--- src/rtl/mem_stage_if.sv ---
// Data-memory request/response bus between the MEM pipeline stage and the data memory.
interface mem_stage_if;
   logic        mem_req;
   logic        mem_we;
   logic [31:0] mem_addr;
   logic [31:0] mem_wdata;
   logic [31:0] mem_rdata;
   logic        mem_ack;

   modport master (
      output mem_req, mem_we, mem_addr, mem_wdata,
      input  mem_rdata, mem_ack
   );

   modport slave (
      input  mem_req, mem_we, mem_addr, mem_wdata,
      output mem_rdata, mem_ack
   );
endinterface

--- src/rtl/mem_stage.sv ---
// MEM pipeline stage: IDLE/BUSY/DONE data-memory access FSM that stalls the front of the pipe.
// Optional macro MEM_TIMEOUT_EN adds a BUSY watchdog that aborts the access and pulses MemError.
module mem_stage #(
   parameter int TIMEOUT_CYCLES = 16
) (
   input  logic        clk,
   input  logic        rst,
   input  logic        MemRead,
   input  logic        MemWrite,
   input  logic        RegWrite,
   input  logic        MemtoReg,
   input  logic [31:0] ALUResult,
   input  logic [31:0] WriteData,
   input  logic [4:0]  RegWriteAdd,
   mem_stage_if.master mem,
   output logic [31:0] MemoryData_Out,
   output logic [31:0] ALUResult_Out,
   output logic        RegWrite_Out,
   output logic        MemtoReg_Out,
   output logic [4:0]  RegWriteAdd_Out,
   output logic        Stall,
   output logic        MemError
);

   typedef enum logic [1:0] {
      IDLE = 2'd0,
      BUSY = 2'd1,
      DONE = 2'd2
   } state_t;

   state_t      r_state;
   logic [31:0] r_addr;
   logic [31:0] r_wdata;
   logic [31:0] r_data;
   logic        r_we;
   logic        r_req;
   logic        w_access;

   if (TIMEOUT_CYCLES < 2 || TIMEOUT_CYCLES > 255) begin : g_bad_timeout
      $error("mem_stage: TIMEOUT_CYCLES must lie in 2..255");
   end

`ifdef MEM_TIMEOUT_EN
   localparam logic [7:0] CNT_LAST = 8'(TIMEOUT_CYCLES - 1);
   logic [7:0] r_cnt;
   logic       r_err;
`endif

   assign w_access = MemRead | MemWrite;

   // Access sequencer: latches the request, waits for ack (or watchdog), then holds result for one cycle.
   always_ff @(posedge clk or negedge rst) begin
      if (!rst) begin
         r_state <= IDLE;
         r_addr  <= 32'd0;
         r_wdata <= 32'd0;
         r_data  <= 32'd0;
         r_we    <= 1'b0;
         r_req   <= 1'b0;
`ifdef MEM_TIMEOUT_EN
         r_cnt   <= 8'd0;
         r_err   <= 1'b0;
`endif
      end else begin
`ifdef MEM_TIMEOUT_EN
         r_err <= 1'b0;
`endif
         case (r_state)
            IDLE: begin
               if (w_access) begin
                  r_state <= BUSY;
                  r_req   <= 1'b1;
                  r_addr  <= ALUResult;
                  r_wdata <= WriteData;
                  // MemWrite wins when both strobes are set, so a read+write acts as a store.
                  r_we    <= MemWrite;
`ifdef MEM_TIMEOUT_EN
                  r_cnt   <= 8'd0;
`endif
               end else begin
                  r_state <= IDLE;
               end
            end
            BUSY: begin
               if (mem.mem_ack) begin
                  r_state <= DONE;
                  r_req   <= 1'b0;
                  r_data  <= r_we ? 32'd0 : mem.mem_rdata;
               end
`ifdef MEM_TIMEOUT_EN
               else if (r_cnt == CNT_LAST) begin
                  r_state <= DONE;
                  r_req   <= 1'b0;
                  r_data  <= 32'd0;
                  r_err   <= 1'b1;
               end else begin
                  r_cnt   <= r_cnt + 8'd1;
               end
`else
               else begin
                  r_state <= BUSY;
               end
`endif
            end
            DONE: begin
               r_state <= IDLE;
            end
            default: begin
               r_state <= IDLE;
               r_req   <= 1'b0;
            end
         endcase
      end
   end

`ifdef MEM_TIMEOUT_EN
   assign MemError = r_err;
`else
   assign MemError = 1'b0;
`endif

   assign mem.mem_req   = r_req;
   assign mem.mem_we    = r_we;
   assign mem.mem_addr  = r_addr;
   assign mem.mem_wdata = r_wdata;

   assign Stall           = ((r_state == IDLE) && w_access) || (r_state == BUSY);
   assign MemoryData_Out  = (r_state == DONE) ? r_data : 32'd0;
   assign ALUResult_Out   = ALUResult;
   assign MemtoReg_Out    = MemtoReg;
   assign RegWriteAdd_Out = RegWriteAdd;
   // A stalled instruction must not write back; it enters MEM/WB as a bubble.
   assign RegWrite_Out    = RegWrite & ~Stall;

endmodule

--- src/flat_wrapper.sv ---
// flat-port wrapper written by rule: the top's interface ports become plain ports
module mem_stage_flat 
#(
   parameter int TIMEOUT_CYCLES = 16
)
  (clk, rst, MemRead, MemWrite, RegWrite, MemtoReg, ALUResult, WriteData, RegWriteAdd, MemoryData_Out, ALUResult_Out, RegWrite_Out, MemtoReg_Out, RegWriteAdd_Out, Stall, MemError, mem_mem_req, mem_mem_we, mem_mem_addr, mem_mem_wdata, mem_mem_rdata, mem_mem_ack);
  mem_stage_if mem_i ();
  input  logic clk;
  input  logic rst;
  input  logic MemRead;
  input  logic MemWrite;
  input  logic RegWrite;
  input  logic MemtoReg;
  input  logic [31:0] ALUResult;
  input  logic [31:0] WriteData;
  input  logic [4:0] RegWriteAdd;
  output logic [31:0] MemoryData_Out;
  output logic [31:0] ALUResult_Out;
  output logic RegWrite_Out;
  output logic MemtoReg_Out;
  output logic [4:0] RegWriteAdd_Out;
  output logic Stall;
  output logic MemError;
  output wire logic [$bits(mem_i.mem_req)-1:0] mem_mem_req;
  output wire logic [$bits(mem_i.mem_we)-1:0] mem_mem_we;
  output wire logic [$bits(mem_i.mem_addr)-1:0] mem_mem_addr;
  output wire logic [$bits(mem_i.mem_wdata)-1:0] mem_mem_wdata;
  input wire logic [$bits(mem_i.mem_rdata)-1:0] mem_mem_rdata;
  input wire logic [$bits(mem_i.mem_ack)-1:0] mem_mem_ack;
  assign mem_mem_req = mem_i.mem_req;
  assign mem_mem_we = mem_i.mem_we;
  assign mem_mem_addr = mem_i.mem_addr;
  assign mem_mem_wdata = mem_i.mem_wdata;
  assign mem_i.mem_rdata = mem_mem_rdata;
  assign mem_i.mem_ack = mem_mem_ack;
  mem_stage #(.TIMEOUT_CYCLES(TIMEOUT_CYCLES)) u_core (.clk(clk), .rst(rst), .MemRead(MemRead), .MemWrite(MemWrite), .RegWrite(RegWrite), .MemtoReg(MemtoReg), .ALUResult(ALUResult), .WriteData(WriteData), .RegWriteAdd(RegWriteAdd), .mem(mem_i), .MemoryData_Out(MemoryData_Out), .ALUResult_Out(ALUResult_Out), .RegWrite_Out(RegWrite_Out), .MemtoReg_Out(MemtoReg_Out), .RegWriteAdd_Out(RegWriteAdd_Out), .Stall(Stall), .MemError(MemError));
endmodule
--- config.mk ---
export PLATFORM = sky130hd
export DESIGN_NAME = mem_stage_flat
export DESIGN_NICKNAME = d
export VERILOG_FILES = /design/src/rtl/mem_stage_if.sv /design/src/rtl/mem_stage.sv /design/src/flat_wrapper.sv
export SDC_FILE = /design/constraint.sdc
export NUM_CORES = 1
export LEC_CHECK = 0
export BUFFER_PORTS_ARGS = -buffer_cell sky130_fd_sc_hd__buf_2
export CORE_MARGIN = 1
export CORE_UTILIZATION = 45
export DETAILED_ROUTE_END_ITERATION = 12
export GPL_TIMING_DRIVEN = 0
export HOLD_SLACK_MARGIN = 0.1
export PLACE_DENSITY = 0.83
export RECOVER_POWER = 100
export REMOVE_ABC_BUFFERS = 1
export SETUP_SLACK_MARGIN = 0.5
export SLEW_MARGIN = 20
export SYNTH_ARGS = -nofsm -noshare
export SYNTH_HDL_FRONTEND = slang
export SYNTH_SLANG_ARGS = --single-unit
--- constraint.sdc ---
create_clock -name clk -period 2.3 [get_ports clk]
set_input_delay 0 -clock clk [delete_from_list [all_inputs] [get_ports clk]]
set_output_delay 0 -clock clk [all_outputs]
set_load 0.01 [all_outputs]
---- Yosys cells after proc, flatten, opt, wreduce, memory -nomap -nowiden ----
Index checks and enable logic that the tools add are counted.
storage, ports and cells
  register bits ........................... 100
  input bits .............................. 108
  output and inout bits ................... 139
  logic and storage cells ................. 28
operators by class
  equal/unequal tests ..................... 4
  multiplexer cells ....................... 8
  bitwise gates (word level) .............. 4
  reduce and logical (&&, ||, !) cells .... 6
operator list
  cell                                                    count
  two-way mux 32 bit                                      2
  one-hot mux 2 bit (2 select lines)                      1
  AND reduction 2 bit                                     2
  two-way mux 1 bit                                       3
  one-hot mux 1 bit (3 select lines)                      1
  AND reduction 3 bit                                     1
  equality test 2 x 1 -> 1 bit (second input constant)    1
  equality test 2 bit (second input constant)             1
  zero test 2 bit                                         1
  two-way mux 2 bit                                       1
  inequality test 2 x 1 -> 1 bit (second input constant)  1
  inequality test 2 bit (second input constant)           1
  NOT 1 bit                                               2
  AND 1 bit                                               1
  logical AND 1 bit                                       1
  logical OR 1 bit                                        1
  bitwise OR 1 bit                                        1

---- Depth between registers and ports, before layout ----
Gate-level depths: netlist of the first run.
  depth after elaboration ................. 5
  depth in mapped cells ................... 5
  mapped depth without buffers ............ 3

---- Worst setup path before layout of the first run ----
Ideal clock, no wire load.
  path type ............................... reg2reg
  start ................................... register u_core.r_state[1]
  end ..................................... register u_core.r_addr[13], in the netlist u_core.mem.mem_addr[13]
  library setup time ...................... 125 ps
  data arrival time ....................... 1278 ps
  data required time ...................... 2175 ps
  setup slack ............................. 897 ps
  stages on the path, launching flop included .. 6
  path buffers ............................ 2
  period minus slack after synthesis ...... 1403 ps
  path through ............................ dfrtp_1 nor2_2 o21a_4 buf_12 buf_12 mux2_4
on the way
  cells in the longest elaborated chain, start to end .. 2
RTL lines
  element                               line             source
  from (decl)                           mem_stage.sv:31  state_t r_state;
  from (signal assigned)                mem_stage.sv:54  r_state <= IDLE;
  from (signal assigned)                mem_stage.sv:71  r_state <= BUSY;
  from (signal assigned)                mem_stage.sv:81  r_state <= IDLE;
  zero test 2 bit                       mem_stage.sv:68  case (r_state)
  AND reduction 2 bit (no source line)  --
  to (signal assigned)                  mem_stage.sv:73  r_addr <= ALUResult;
  to (decl)                             mem_stage.sv:32  logic [31:0] r_addr;
No other way between the ends.
A chain may end at the register's enable or synchronous reset.

---- Worst setup path after layout of the first run ----
  start ................................... register u_core.r_state[0]
  end ..................................... register u_core.r_wdata[26], in the netlist u_core.mem.mem_wdata[26]
on the way
  cells in the longest elaborated chain, start to end .. 2
RTL lines
  element                               line             source
  zero test 2 bit                       mem_stage.sv:68
  AND reduction 2 bit (no source line)  --
  to (signal assigned)                  mem_stage.sv:74  r_wdata <= WriteData;
  to (decl)                             mem_stage.sv:33  logic [31:0] r_wdata;
No other way between the ends.

==> impl_metrics.csv, run 1 <==
group,metric,value,unit
critical_path,timing.critical_path.fanout_max,33,
critical_path,r2r_cells,3,
critical_path,crit_path_end_kind,"flop",
synthesis,synth_area_leaders,"dfrtp_1 (54%), mux2_4 (16%), buf_4 (6.4%)",
synthesis,seq_area_frac_synth,53.7,%
final_layout,utilization,65.9,%
floorplanning,die_h,104,µm
final_layout,drive_above_1_share,23.2,%
drt,drt-pass1-iter-count,4,
placed_design,hpwl,7320,µm
critical_path,criticalPathCategory,"flop to flop",
global_routing,grt_use_total,25.7,%
drt,antenna_left,0,
floorplanning,die_x,104,µm
global_routing,grt-ovfl-total,0,
final_layout,fin_cells,802,
placed_design,dp_cells,677,
placed_design,place_congestion,0.782,
final_layout,area_growth,40.0,%
sta,period_needed,1830,ps
critical_path,rrSetupSlack,470,ps
synthesis,netlist_area,4660,µm²
clock_tree,clock-root-buffer,"clkbuf_8",
sta,finalSetupViolations,0,
critical_path,critPathCapture,"u_core.mem.mem_wdata[26]",
placed_design,port_buffers,233,
synthesis,ys_warn_count,0,
sta,worst_pin_slew,1280,ps
floorplanning,core_area,9910,µm²
floorplanning,start_util,47.0,%
global_routing,grt_pass1_vias,4090,
global_routing,antenna_found_initial,1,
sta,setup_tns,0,ps
clock_tree,cts_sinks,100,
floorplanning,rows,36,
clock_tree,ctsHtreeMaxLevel,3,
synthesis,synth_cell_types,23,
critical_path,cp-start-kind,"flop",
hold_path,min_path_type,"input pin to primary output",
sta,hold_violations,0,
clock_tree,clk_pin_slew,100,ps
critical_path,cp.arrival,2070,ps
synthesis,synth_top_area_share,53.7,%
clock_tree,cts-buffers-inserted,9,
synthesis,syn_area_per_cell,12.7,µm²
drt,routed_wl,13400,µm
critical_path,r2r-start,"u_core.r_state[0]",
global_routing,grt_start_max_net_pins,52,
outcome,status,"finished, final reports clean",
floorplanning,ios,247,
floorplanning,die_area,10800,µm²
drt,drt-initial-drc-count,135,
final_layout,final_nets,772,
drt,routed_via_density,4.71,
sta,clock_skew,8.68,ps
sta,finalCritPeriodShare,79.5,%
sta,slew_headroom,14.4,%
synthesis,synth_top_area_cell,"dfrtp_1",
power,power_leakage,2.96,nW
synthesis,synth-seq-cells,100,
critical_path,required,2540,ps
sta,rsz0062_at_grt,"true",
global_routing,grt_pass1_wl,21500,µm
run,maxCapViolCount,0,
critical_path,startpoint,"u_core.r_state[0]",
clock_tree,worstSkewPairLatency,360,ps
clock_tree,clockBufferDepth,2,
drt,num_vias,3779,
drt,drc,0,
critical_path,r2r-end,"u_core.mem.mem_wdata[26]",
power,power_density,1020,nW/µm²
synthesis,synthCells,366,
clock_tree,cts_tree,"yes",
sta,maxSlewViolCount,0,
power,peakVddDrop,0.000510,V
drt,wl_per_cell,16.7,µm
sta,max_freq,547,MHz
final cells by class:
cell class | instances | area, µm²
multi-input cells | 207 | 1520
repair buffers | 345 | 2160
diodes | 1 | 2.50
well taps | 133 | 166
flip-flops and latches | 100 | 2500
clock buffers | 12 | 155
inverters | 1 | 3.75
fillers | 837 | 3380
clock inverters | 3 | 21.3
registers in the layout, summed over array words and instances, names as in the netlist:
name                  cells
u_core.mem.mem_addr      32
u_core.mem.mem_wdata     32
u_core.mem.mem_req        1
u_core.r_data            32
u_core.mem.mem_we         1
u_core.r_state            2
metal layers:
metal	GRT usage (%)	vias up	wire [µm]
met1	30.1	1819	5270
met3	5.85	29	800
met4	10.3	0	332
met5	0	-	0
met2	45.3	179	6970
li1	-	1752	-
cell usage after synthesis:
cell and count:
o21ai_0 32, nand2_1 33, nor2b_1 1, buf_2 5, mux2_2 15, a211oi_1 1, a22o_1 1, nand3b_1 1
conb_1 1, a211o_1 1, nor2_1 2, and2_1 32, nor2_2 1, dfrtp_1 100, and2b_1 2, inv_1 1
clkbuf_1 8, o21a_4 1, buf_12 6, nor3_1 1, buf_4 40, nand2b_1 32, mux2_4 49
cells by family (layout without fill, tap and decap cells):
| family | Yosys count | count (layout) | share of synthesized area (%) |
|---|---|---|---|
| AND/OR/NAND/NOR | 105 | 105 | 12.3 |
| flip-flops | 100 | 100 | 53.7 |
| multiplexers | 64 | 64 | 19.4 |
| buffers and inverters | 60 | 361 | 10.3 |
| AO/OA/AOI/OAI | 36 | 37 | 4.29 |
| other | 1 | 2 | 0.0804 |
timing repair:
action,4_1_cts,5_1_grt
endpoints found under the setup margin,97,54
hold endpoints to repair,205,0
cloned,1,0
hold buffers,107,0
gates resized for setup,2,1
buffers inserted,0,1
metrics by stage:
step	power [mW]	hold WS (ps)	setup WS, ps	instance area [µm²]
after floorplan	4.73	-296	320	4190
after global placement	5.74	0.0686	-230	5520
after detailed placement	5.92	-31.8	192	5590
after CTS	7.15	136	522	6860
after global routing	7.04	353	340	6530
final	6.63	320	473	6530
power by group:
| group | internal, mW | switching [mW] | leakage (nW) |
|---|---|---|---|
| clock | 0.450 | 0.595 | 0.0889 |
| sequential | 2.60 | 0.547 | 1.21 |
| combinational | 1.14 | 1.29 | 1.66 |
| total | 4.19 | 2.44 | 2.96 |
worst min-delay path by stage:
stage / startpoint / to / cells after the start
floorplan: rst / u_core.mem.mem_addr[0] / 0
global placement: MemtoReg / MemtoReg_Out / 0
detailed placement: rst / u_core.mem.mem_addr[24] / 1
CTS: rst / u_core.mem.mem_addr[24] / 2
global route: RegWrite / RegWrite_Out / 3
finish: RegWrite / RegWrite_Out / 3
critical path, stage by stage (launching register included):
cell and delay, ps:
dfrtp_1 440, nor2_1 320, o21a_4 520, mux2_1 410
cell usage in the layout (no fill, tap or decap), drive strengths merged:
cell	n
a211oi	1
dfrtp	100
clkinvlp	1
clkinv	1
nor2b	1
a211o	1
diode	1
nor2	3
and2	32
mux2	64
buf	120
conb	1
nand2	33
o21a	2
nand3b	1
inv	2
o21ai	32
nand2b	32
and2b	2
a22o	1
clkbuf	130
dlygate4sd3	107
nor3	1
Power figures use the tool's default switching activity.
==> run 2: changes to the inputs <==
- CORE_UTILIZATION: 45 -> 41
- PLACE_DENSITY: 0.83 -> 0.8
- clock period: 2.3 -> 1.63 ns (I/O delays scaled with it)
==> run 2 against run 1 <==
Net effect:
- final cell count up 6.6%
- critical path type is now flop to primary output
- setup slack worse by 430 ps
- flip-flop and latch count unchanged
- register-to-register slack worse by 390 ps
- clock power up 110%
- largest cell class is now non-clock buffers
==> impl_metrics.csv, run 2 (same netlist as run 1, synthesis figures left out) <==
group,metric,value,unit
placed_design,port_buffers,233,
critical_path,timing.critical_path.fanout_max,16,
critical_path,r2r_cells,8,
hold_path,min_path_type,"input pin to flop",
placed_design,place_congestion,0.771,
final_layout,final_cell_mix,"buf_2 (126), clkbuf_1 (110), dlygate4sd3_1 (105)",
critical_path,slowest_delay,450,ps
clock_tree,cts_sinks,100,
drt,num_vias,4133,
floorplanning,ios,247,
clock_tree,clockBufferDepth,2,
power,peakVddDrop,0.000869,V
critical_path,cp.arrival,1580,ps
drt,drc,0,
clock_tree,worstSkewPairLatency,340,ps
critical_path,cp.depth,3,
drt,antenna_left,0,
critical_path,startpoint,"u_core.r_state[0]",
drt,routed_wl,15700,µm
critical_path,r2r-start,"u_core.r_state[0]",
global_routing,antenna_found_initial,0,
placed_design,dpl_cell_area,5600,µm²
global_routing,grt_start_max_net_pins,52,
final_layout,fin_cells,855,
final_layout,design_area,7630,µm²
final_layout,area_growth,63.7,%
sta,rsz0062_at_grt,"true",
sta,clock_skew,6.99,ps
critical_path,crit_buf_inv,1,
drt,drt-pass1-iter-count,4,
outcome,status,"finished, final reports clean",
floorplanning,core_area,10900,µm²
floorplanning,die_x,109,µm
clock_tree,ctsHtreeMaxLevel,3,
critical_path,required,1630,ps
sta,finalSetupViolations,0,
clock_tree,cts_tree,"yes",
power,power_density,1580,nW/µm²
sta,slew_headroom,53.0,%
critical_path,rrSetupSlack,80,ps
placed_design,hpwl,7370,µm
critical_path,criticalPathCategory,"flop to primary output",
critical_path,path_delay_family,"simple AND/OR/NAND/NOR gates",
placed_design,dp_cells,684,
clock_tree,cts-buffers-inserted,9,
floorplanning,rows,38,
clock_tree,clk_pin_slew,70,ps
sta,max_freq,631,MHz
floorplanning,start_util,42.6,%
hold_path,holdCritStartpoint,"MemWrite",
drt,drt-initial-drc-count,201,
final_layout,drive_above_1_share,42.9,%
floorplanning,die_area,11800,µm²
sta,hold_violations,0,
global_routing,grt-ovfl-total,0,
final_layout,final_nets,818,
sta,finalCritPeriodShare,97.2,%
drt,wl_per_cell,18.3,µm
critical_path,cp_cell_sequence,"and2b_4 > and2_1 > buf_2",
final_layout,diodes,0,
clock_tree,clock-root-buffer,"clkbuf_16",
critical_path,r2r-end,"u_core.r_data[12]",
floorplanning,die_h,109,µm
critical_path,crit_path_end_kind,"primary output",
critical_path,critPathCapture,"MemoryData_Out[24]",
global_routing,grt_use_total,24.3,%
critical_path,cpMaxStageDelayCell,"dfrtp_1",
global_routing,grt_pass1_vias,4152,
sta,maxSlewViolCount,0,
sta,worst_pin_slew,705,ps
drt,routed_via_density,4.83,
power,power_leakage,3.60,nW
sta,period_needed,1580,ps
global_routing,grt_pass1_wl,21300,µm
run,maxCapViolCount,0,
final_layout,final_common_cell,"buf_2",
critical_path,cp-start-kind,"flop",
## run 2: cell types whose count changed in the layout (fill, tap and decap cells not counted), sizes merged
cell and delta:
and2b +1, buf +41, bufinv +1, clkbuf +1
clkinvlp +1, diode -1, dlygate4sd3 -2, o21a +4
## run 2: worst min path at each step
stage | depth (start not counted) | slack [ps] | to
floorplan | 0 | -300 | u_core.mem.mem_addr[0]
global placement | 0 | 0.07 | MemtoReg_Out
detailed placement | 1 | -30 | u_core.mem.mem_addr[21]
CTS | 2 | 110 | u_core.mem.mem_we
global route | 2 | 150 | u_core.mem.mem_we
finish | 2 | 140 | u_core.mem.mem_we
## run 2: power by group
| group | internal, mW | leakage [nW] | switching [mW] |
|---|---|---|---|
| registers | 3.69 | 1.21 | 0.863 |
| logic | 2.89 | 2.24 | 2.39 |
| clock network | 1.28 | 0.148 | 0.936 |
## run 2: layer usage
layer / track usage [%] / vias up / part of all wire, %
met3: 5.08 / 24 / 6.0
li1: - / 1861 / -
met4: 8.20 / 0 / 2.4
met5: 0 / - / 0
met1: 27.2 / 2055 / 38
met2: 45.3 / 193 / 54
## run 2: worst reg2reg max path, stage by stage, from the launching register on
cell and delay, ps:
dfrtp_1 460, buf_6 140, buf_6 90, nand3b_1 110
buf_6 170, buf_12 120, clkbuf_2 180, nand2_2 110
o21ai_2 50
## run 2: metrics by stage
step | setup TNS (ps) | power [mW] | utilization, % | setup WS [ps] | hold slack, ps
after floorplan | -23040 | 6.67 | - | -350 | -296
after global placement | -96830 | 8.11 | 50.5 | -917 | 0.0686
after detailed placement | -29720 | 8.37 | 51.2 | -499 | -34.2
after CTS | 0 | 11.5 | 67.5 | 112 | 108
after global routing | -3.78 | 12.7 | 69.8 | -3.78 | 150
final | 0 | 12.0 | 69.8 | 45.4 | 145
## run 2: final cells by class
cell class,count,area (µm²)
Fill cell,777,3300
Timing Repair Buffer,386,2680
Sequential cell,100,2500
Multi-Input combinational cell,212,1960
Clock buffer,11,253
Tap cell,140,175
Clock inverter,5,58.8
Inverter,1,3.75
## run 2: timing repair
action / in CTS / in global routing
endpoints found under the hold margin: 205 / 0
endpoints found under the setup margin: 134 / 135
gates resized for setup: 31 / 90
pin swaps: 2 / 29
buffers inserted: 22 / 12
hold buffers: 105 / 0
cloned: 6 / 10
